<file path="src/rtl/pcm_bank_router.sv">
// rtl/pcm_bank_router.sv - linear byte-read router onto NB SDRAM ROM banks with a one-entry cache
// Optional WAIT-cycle timeout enabled by defining PCM_ROUTER_TIMEOUT_EN.
module pcm_bank_router #(
  parameter int          NB      = 3,
  parameter int          AW      = 24,
  parameter int          BW      = 22,
  parameter logic [7:0]  FILL    = 8'h00,
  parameter int          TIMEOUT = 1023
) (
  input  logic             clk_i,
  input  logic             rst_i,
  input  logic             req_rd_i,
  input  logic [AW-1:0]    req_addr_i,
  output logic [7:0]       req_dout_o,
  output logic             req_valid_o,
  output logic [NB-1:0]    bank_cs_o,
  output logic [NB*BW-1:0] bank_addr_o,
  input  logic [NB*8-1:0]  bank_dout_i,
  input  logic [NB-1:0]    bank_ok_i,
  output logic             timeout_err_o
);

  localparam int IW = AW - BW;
  localparam int SW = (NB > 1) ? $clog2(NB) : 1;

  typedef enum logic [1:0] {S_IDLE, S_WAIT, S_DONE} state_t;

  state_t          state_q;
  logic [7:0]      dout_q;
  logic            valid_q;
  logic [NB-1:0]   bank_cs_q;
  logic [BW-1:0]   addr_q [NB];
  logic [SW-1:0]   sel_q;
  logic [AW-1:0]   lat_addr_q;
  logic            first_q;
  logic            cache_vld_q;
  logic [AW-1:0]   cache_addr_q;
  logic [7:0]      cache_data_q;
`ifdef PCM_ROUTER_TIMEOUT_EN
  logic [10:0]     cnt_q;
  logic            terr_q;
`endif

  logic [IW-1:0]   req_idx_d;
  logic [SW-1:0]   sel_d;
  logic            in_range_d;
  logic            hit_d;
  logic [7:0]      dout_a [NB];

  assign req_idx_d  = req_addr_i[AW-1:BW];
  assign sel_d      = SW'(req_idx_d);
  assign in_range_d = (32'(req_idx_d) < NB);
  assign hit_d      = cache_vld_q && (cache_addr_q == req_addr_i);

  for (genvar g = 0; g < NB; g++) begin : g_bank
    assign dout_a[g]                 = bank_dout_i[g*8 +: 8];
    assign bank_addr_o[g*BW +: BW]   = addr_q[g];
  end

  always_ff @(posedge clk_i or posedge rst_i) begin
    if (rst_i) begin
      state_q      <= S_IDLE;
      dout_q       <= 8'h00;
      valid_q      <= 1'b0;
      bank_cs_q    <= '0;
      for (int i = 0; i < NB; i++) addr_q[i] <= '0;
      sel_q        <= '0;
      lat_addr_q   <= '0;
      first_q      <= 1'b0;
      cache_vld_q  <= 1'b0;
      cache_addr_q <= '0;
      cache_data_q <= 8'h00;
`ifdef PCM_ROUTER_TIMEOUT_EN
      cnt_q        <= '0;
      terr_q       <= 1'b0;
`endif
    end else begin
      valid_q <= 1'b0;
      case (state_q)
        S_IDLE: begin
          if (req_rd_i) begin
            if (hit_d) begin
              dout_q  <= cache_data_q;
              state_q <= S_DONE;
            end else if (!in_range_d) begin
              dout_q  <= FILL;
              state_q <= S_DONE;
            end else begin
              sel_q         <= sel_d;
              lat_addr_q    <= req_addr_i;
              bank_cs_q     <= NB'(1) << sel_d;
              addr_q[sel_d] <= req_addr_i[BW-1:0];
              first_q       <= 1'b1;
`ifdef PCM_ROUTER_TIMEOUT_EN
              cnt_q         <= '0;
`endif
              state_q       <= S_WAIT;
            end
          end
        end
        S_WAIT: begin
          first_q <= 1'b0;
`ifdef PCM_ROUTER_TIMEOUT_EN
          cnt_q   <= cnt_q + 11'd1;
`endif
          // OK in the first WAIT cycle may still belong to the previous address
          if (!first_q && bank_ok_i[sel_q]) begin
            dout_q       <= dout_a[sel_q];
            cache_vld_q  <= 1'b1;
            cache_addr_q <= lat_addr_q;
            cache_data_q <= dout_a[sel_q];
            bank_cs_q    <= '0;
            state_q      <= S_DONE;
          end
`ifdef PCM_ROUTER_TIMEOUT_EN
          else if (cnt_q == 11'(TIMEOUT)) begin
            dout_q    <= FILL;
            bank_cs_q <= '0;
            terr_q    <= 1'b1;
            state_q   <= S_DONE;
          end
`endif
        end
        S_DONE: begin
          valid_q <= 1'b1;
          state_q <= S_IDLE;
        end
        default: state_q <= S_IDLE;
      endcase
    end
  end

  assign req_dout_o  = dout_q;
  assign req_valid_o = valid_q;
  assign bank_cs_o   = bank_cs_q;

`ifdef PCM_ROUTER_TIMEOUT_EN
  assign timeout_err_o = terr_q;
`else
  logic unused_timeout;
  assign unused_timeout = ^TIMEOUT;
  assign timeout_err_o  = 1'b0;
`endif

endmodule

</file>
<file path="config.mk">
export PLATFORM = sky130hd
export DESIGN_NAME = pcm_bank_router
export DESIGN_NICKNAME = d
export VERILOG_FILES = /design/src/rtl/pcm_bank_router.sv
export SDC_FILE = /design/constraint.sdc
export NUM_CORES = 1
export LEC_CHECK = 0
export ABC_AREA = 0
export CAP_MARGIN = 20
export CORE_AREA = 2 2 111 113
export CTS_CLUSTER_DIAMETER = 150
export DETAILED_ROUTE_END_ITERATION = 8
export DIE_AREA = 0 0 113 115
export GPL_ROUTABILITY_DRIVEN = 1
export PLACE_DENSITY = 0.83
export SLEW_MARGIN = 5
export SYNTH_ARGS = -nofsm -noshare
export SYNTH_HDL_FRONTEND = slang
export SYNTH_SLANG_ARGS = --single-unit
</file>
<file path="constraint.sdc">
create_clock -name clk_i -period 6.3 [get_ports clk_i]
set_input_delay 0.945 -clock clk_i [delete_from_list [all_inputs] [get_ports clk_i]]
set_output_delay 0.945 -clock clk_i [all_outputs]
set_load 0.05 [all_outputs]
</file>
# ---- After elaboration in Yosys (flattened, before gate mapping)
# Cells that the tools add are included.
dict set report totals {
  register_bits 140
  latch_bits 0
  mem_bits_rw 0
  mem_bits_ro 0
  input_bits 54
  out_inout_bits 79
  mem_count 0
}
dict set report op_classes {
  add_sub_neg 0
  mul 0
  div_mod_pow 0
  magnitude_cmp 5
  eq_ne 8
  shift 1
  n_mux 28
  n_bitwise 3
  n_reduce_logical 12
}
# operator n
set op_table {}
lappend op_table {{66-bit bitwise mux} 1}
lappend op_table {{8-bit two-way mux} 6}
lappend op_table {{22-bit demux with 2-bit select} 1}
lappend op_table {{24-bit == test} 1}
lappend op_table {{22-bit two-way mux} 1}
lappend op_table {{8-bit binary-select mux with 2-bit select} 1}
lappend op_table {{8-bit one-hot mux with 2 select lines} 1}
lappend op_table {{3-bit two-way mux} 4}
lappend op_table {{4-bit AND reduction} 3}
lappend op_table {{2-bit two-way mux} 4}
lappend op_table {{2-bit != test (second input constant)} 4}
lappend op_table {{3-bit >= comparator (second input constant)} 2}
lappend op_table {{2-bit NOT with 3-bit output} 2}
lappend op_table {{3-bit one-hot mux with 2 select lines} 1}
lappend op_table {{1-bit two-way mux} 5}
lappend op_table {{5-bit AND reduction} 1}
lappend op_table {{2-bit one-hot mux with 2 select lines} 1}
lappend op_table {{2-bit AND reduction} 2}
lappend op_table {{1-bit logical AND} 3}
lappend op_table {{2-bit by 3-bit less-than comparator with 1-bit output (second input constant)} 1}
lappend op_table {{3-bit by 1-bit less-than comparator with 1-bit output (second input constant)} 1}
lappend op_table {{3-bit != test (second input constant)} 1}
lappend op_table {{1-bit by 2-bit left shift with 3-bit output (first input constant)} 1}
lappend op_table {{1-bit binary-select mux with 2-bit select} 1}
lappend op_table {{other kinds (8)} 8}

# ---- Logic depth before layout (Yosys ltp)
dict set report depth {
  ltp_word 6
  ltp_mapped 9
  mapped_depth_nobuf 6
}

# ---- Worst setup path after synthesis
# No wires, ideal clock.
dict set report synth_timing {
  path_type {in2reg}
  start {in req_addr_i[4]}
  end {reg dout_q[0] (netlist: req_dout_o[0])}
  setup_ns 0.125
  arrival_ns 2.556
  t_required_ns 6.175
  setup_slack_ns 3.619
  cell_stages 7
  path_cell_list {xnor2_1 -> nand4_1 -> nor4_1 -> nand3_1 -> buf_2 -> a211oi_4 -> mux2_2}
}
dict set report synth_via {
  elab_chain_cells 5
}
# element line_no
set synth_lines {}
lappend synth_lines {{from (decl)} 13} ;# input logic [AW-1:0] req_addr_i,
lappend synth_lines {{24-bit == test *} 53} ;# assign hit_d = cache_vld_q && (cache_addr_q == req_addr_i);
lappend synth_lines {{1-bit logical AND *} 53}
lappend synth_lines {{8-bit two-way mux} 82} ;# if (hit_d) begin
lappend synth_lines {{8-bit two-way mux} 81} ;# if (req_rd_i) begin
lappend synth_lines {{8-bit one-hot mux with 2 select lines} 79} ;# case (state_q)
lappend synth_lines {{to (signal assigned)} 83} ;# dout_q <= cache_data_q;
lappend synth_lines {{to (signal assigned)} 108} ;# dout_q <= dout_a[sel_q];
lappend synth_lines {{to (decl)} 29} ;# logic [7:0] dout_q;
# Mark *: on every way between the ends. The rest lies on a longest branch, timed or not. The select of a mux whose other input is x is not followed.
# A chain may end at the register's enable or synchronous reset.

# ---- Final worst setup path
dict set report layout_timing {
  start {in req_addr_i[22]}
  end {reg dout_q[7] (netlist: req_dout_o[7])}
}
dict set report layout_via {
  elab_chain_cells 5
}
# element line_no
set layout_lines {}
lappend layout_lines {{24-bit == test} 53}
lappend layout_lines {{1-bit logical AND} 53}
lappend layout_lines {{8-bit two-way mux} 82}
lappend layout_lines {{8-bit two-way mux} 81}
lappend layout_lines {{8-bit one-hot mux with 2 select lines} 79}
# Several ways; a longest one is shown, not always the timed one. The select of a mux whose other input is x is not followed.

==> results.json <==
{
  "io_pins": 133,
  "synth_ff_type": "dfrtp_1",
  "finalCritPeriodShare": 0.564,
  "die_x_um": 113,
  "clkPwrFrac": 0.208,
  "worst_slack_ps": 2750,
  "ir_drop_uv": 340,
  "synth_edf_count": 0,
  "cts_resized": 0,
  "ys_seq_elements": 138,
  "grt_util_all_layers": 0.212,
  "hpwl_mm": 8.78,
  "tns_ps": 0,
  "coreArea_mm2": 0.0118,
  "violations": "DRC",
  "cp-end-kind": "flip-flop",
  "insertion_delay_ps": 410,
  "place_inst": 669,
  "synthAdderAreaFrac": 0,
  "relSlewSlack": 0.408,
  "drc_errors": 13,
  "path_clk_slew_ps": 60,
  "cts_hold_buffers": 0,
  "place_congestion": 0.797,
  "cp_data_required_time_ps": 6600,
  "status": "finished, violations left",
  "fin_cells": 700,
  "critPathMaxFanout": 12,
  "synth.cell_area_mm2": 0.00574,
  "synth_mux_area_frac": 0.255,
  "yosys_warnings": 0,
  "root_buffer": "clkbuf_16",
  "grt_max_degree": 74,
  "synth_fp_nets": 461,
  "diodes": 0,
  "rsz0062_at_grt": "false",
  "layout_common_cells": "138 x dfrtp_1, 131 x clkdlybuf4s50_1, 120 x mux2_2",
  "synth_top_family_by_area": "multiplexers",
  "drt_iter0_markers": 177,
  "firstDrtPassIters": 7,
  "setup_viol": 0,
  "dieHeight_um": 115,
  "final_core_util": 0.662,
  "intPower_mw": 2.95,
  "layout_min_cycle_time_ps": 3550,
  "p_leak_nw": 3.30,
  "rows": 40,
  "clkSinkCount": 138,
  "crit_path_start_kind": "input pin",
  "start_util": 0.486,
  "vias_per_cell": 5.39,
  "synth-seq-area-share": 0.601,
  "max_freq_mhz": 281,
  "cts_buffer_depth": 2,
  "power_frac_comb": 0.469,
  "power.density_mw_per_mm2": 640,
  "synth_compound_area_frac": 0.0362,
  "routedWlPerCell_um": 18.6,
  "grt_pass1_wl_mm": 21.5,
  "nets": 595,
  "worstSetupPathType": "in -> reg",
  "netSwitchingFraction": 0.411,
  "drive_gt1_frac": 0.293,
  "worst_slew_pin_slew_ps": 889,
  "holdCritPathClass": "reg -> reg",
  "hold_ws_ps": 484,
  "h-tree-depth": 4,
  "synthSimpleGateAreaFrac": 0.0508,
  "cts_tree": "built",
  "synth.distinct_cells": 32,
  "cts_made_buffers": 17,
  "pwr-share-seq": 0.323,
  "dieArea_mm2": 0.0130,
  "antenna_found_initial": 0,
  "hold_violations": 0,
  "drv_cap": 0,
  "place_ws_ps": 2310,
  "p_switching_mw": 2.06,
  "postSynthCellCount": 407,
  "fin_skew_ps": 6.99,
  "antenna_left": 0,
  "final_common_cell": "dfrtp_1",
  "slew_viol_final": 0,
  "grt_pass1_vias": 4176,
  "vias": 3773,
  "synthXorXnorAreaFrac": 0.0366,
  "avgSynthCellArea_um2": 14.1,
  "cts_setup_buffers": 0,
  "portBuffers": 131,
  "syn_to_final_growth_pct": 36.0,
  "worstPathArrival_ps": 3850,
  "async_flop_share": 1.00,
  "wirelength_mm": 13.0,
  "grt-ovfl-total": 0
}
==> through the flow <==
step | area (µm²) | power, mW
after global routing | 7820 | 5.23
final | 7820 | 5.00
after CTS | 7820 | 5.04
after detailed placement | 7200 | 3.96
after floorplan | 5740 | 3.20
after global placement | 7200 | 3.88
==> worst paths after layout <==
kind                                    end  cells past startpoint  slack, ps      startpoint
max in group asynchronous    lat_addr_q[13]                      3       4000           rst_i
max                           req_dout_o[7]                      7       2750  req_addr_i[22]
min                            bank_cs_o[1]                      1        480    bank_cs_o[1]
min in group asynchronous   bank_addr_o[56]                      2        990           rst_i
min reg2reg                    bank_cs_o[1]                      1        480    bank_cs_o[1]
max reg2reg                cache_addr_q[20]                      5       3390        sel_q[1]
==> kinds of logic (layout without fill, tap and decap cells) <==
family	count (synthesis)	count (layout)
mux	131	131
simple gates	56	56
xor+xnor	24	24
flops	138	138
compound gates	33	33
buf+inv	24	170
other cells	1	1
==> power groups by stage <==
stage          sequential [mW]  clock, mW  combinational [mW]
2_1_floorplan             2.42          0               0.775
3_3_place_gp              1.59          0                2.29
3_5_place_dp              1.62          0                2.34
4_1_cts                   1.62       1.05                2.36
5_1_grt                   1.68       1.09                2.46
6_report                  1.62       1.04                2.35
==> Yosys cell counts, types with 2 or more instances <==
cell type	count	share of area
clkbuf_1	5	0.0033
inv_1	3	0.0020
xor2_1	5	0.0076
nand2_1	14	0.0091
o21ai_0	2	0.0017
buf_4	3	0.0039
nor2_1	17	0.011
a21oi_1	16	0.014
buf_2	11	0.0096
xnor2_1	19	0.029
a21o_1	5	0.0065
buf_1	2	0.0013
dfrtp_1	138	0.60
nor4b_2	2	0.0052
o22ai_1	8	0.0087
mux2i_1	10	0.017
mux2_2	120	0.24
nor2b_1	4	0.0044
or2_2	2	0.0022
nor4_1	3	0.0033
nand4_1	7	0.0076
==> layout make-up <==
cell class | count | area [µm²]
Sequential cell | 138 | 3450
Timing Repair Buffer | 136 | 1350
Clock inverter | 11 | 171
Clock buffer | 20 | 447
Tap cell | 147 | 184
Multi-Input combinational cell | 245 | 2190
Inverter | 3 | 16.3
Fill cell | 863 | 4000
==> critical path: stages <==
cell             delay (ps)
clkdlybuf4s50_1         540
xnor2_1                 320
nand4_1                 130
nor4_1                  410
nand3_1                 490
a211oi_4                620
mux2_2                  390
==> registers in the layout, indices dropped and copies added (netlist names) <==
name and count:
bank_addr_o 66, bank_cs_o 3, cache_addr_q 24, cache_data_q 8
cache_vld_q 1, first_q 1, lat_addr_q 22, req_dout_o 8
req_valid_o 1, sel_q 2, state_q 2
==> per-layer routing <==
metal	vias to the layer above	wire (µm)	global-route usage
met1	1922	5500	0.270
met5	-	0	0
met2	137	6400	0.353
li1	1696	-	-
met3	18	923	0.0622
met4	0	177	0.0667
No activity file was read; power rests on OpenSTA's default activity.
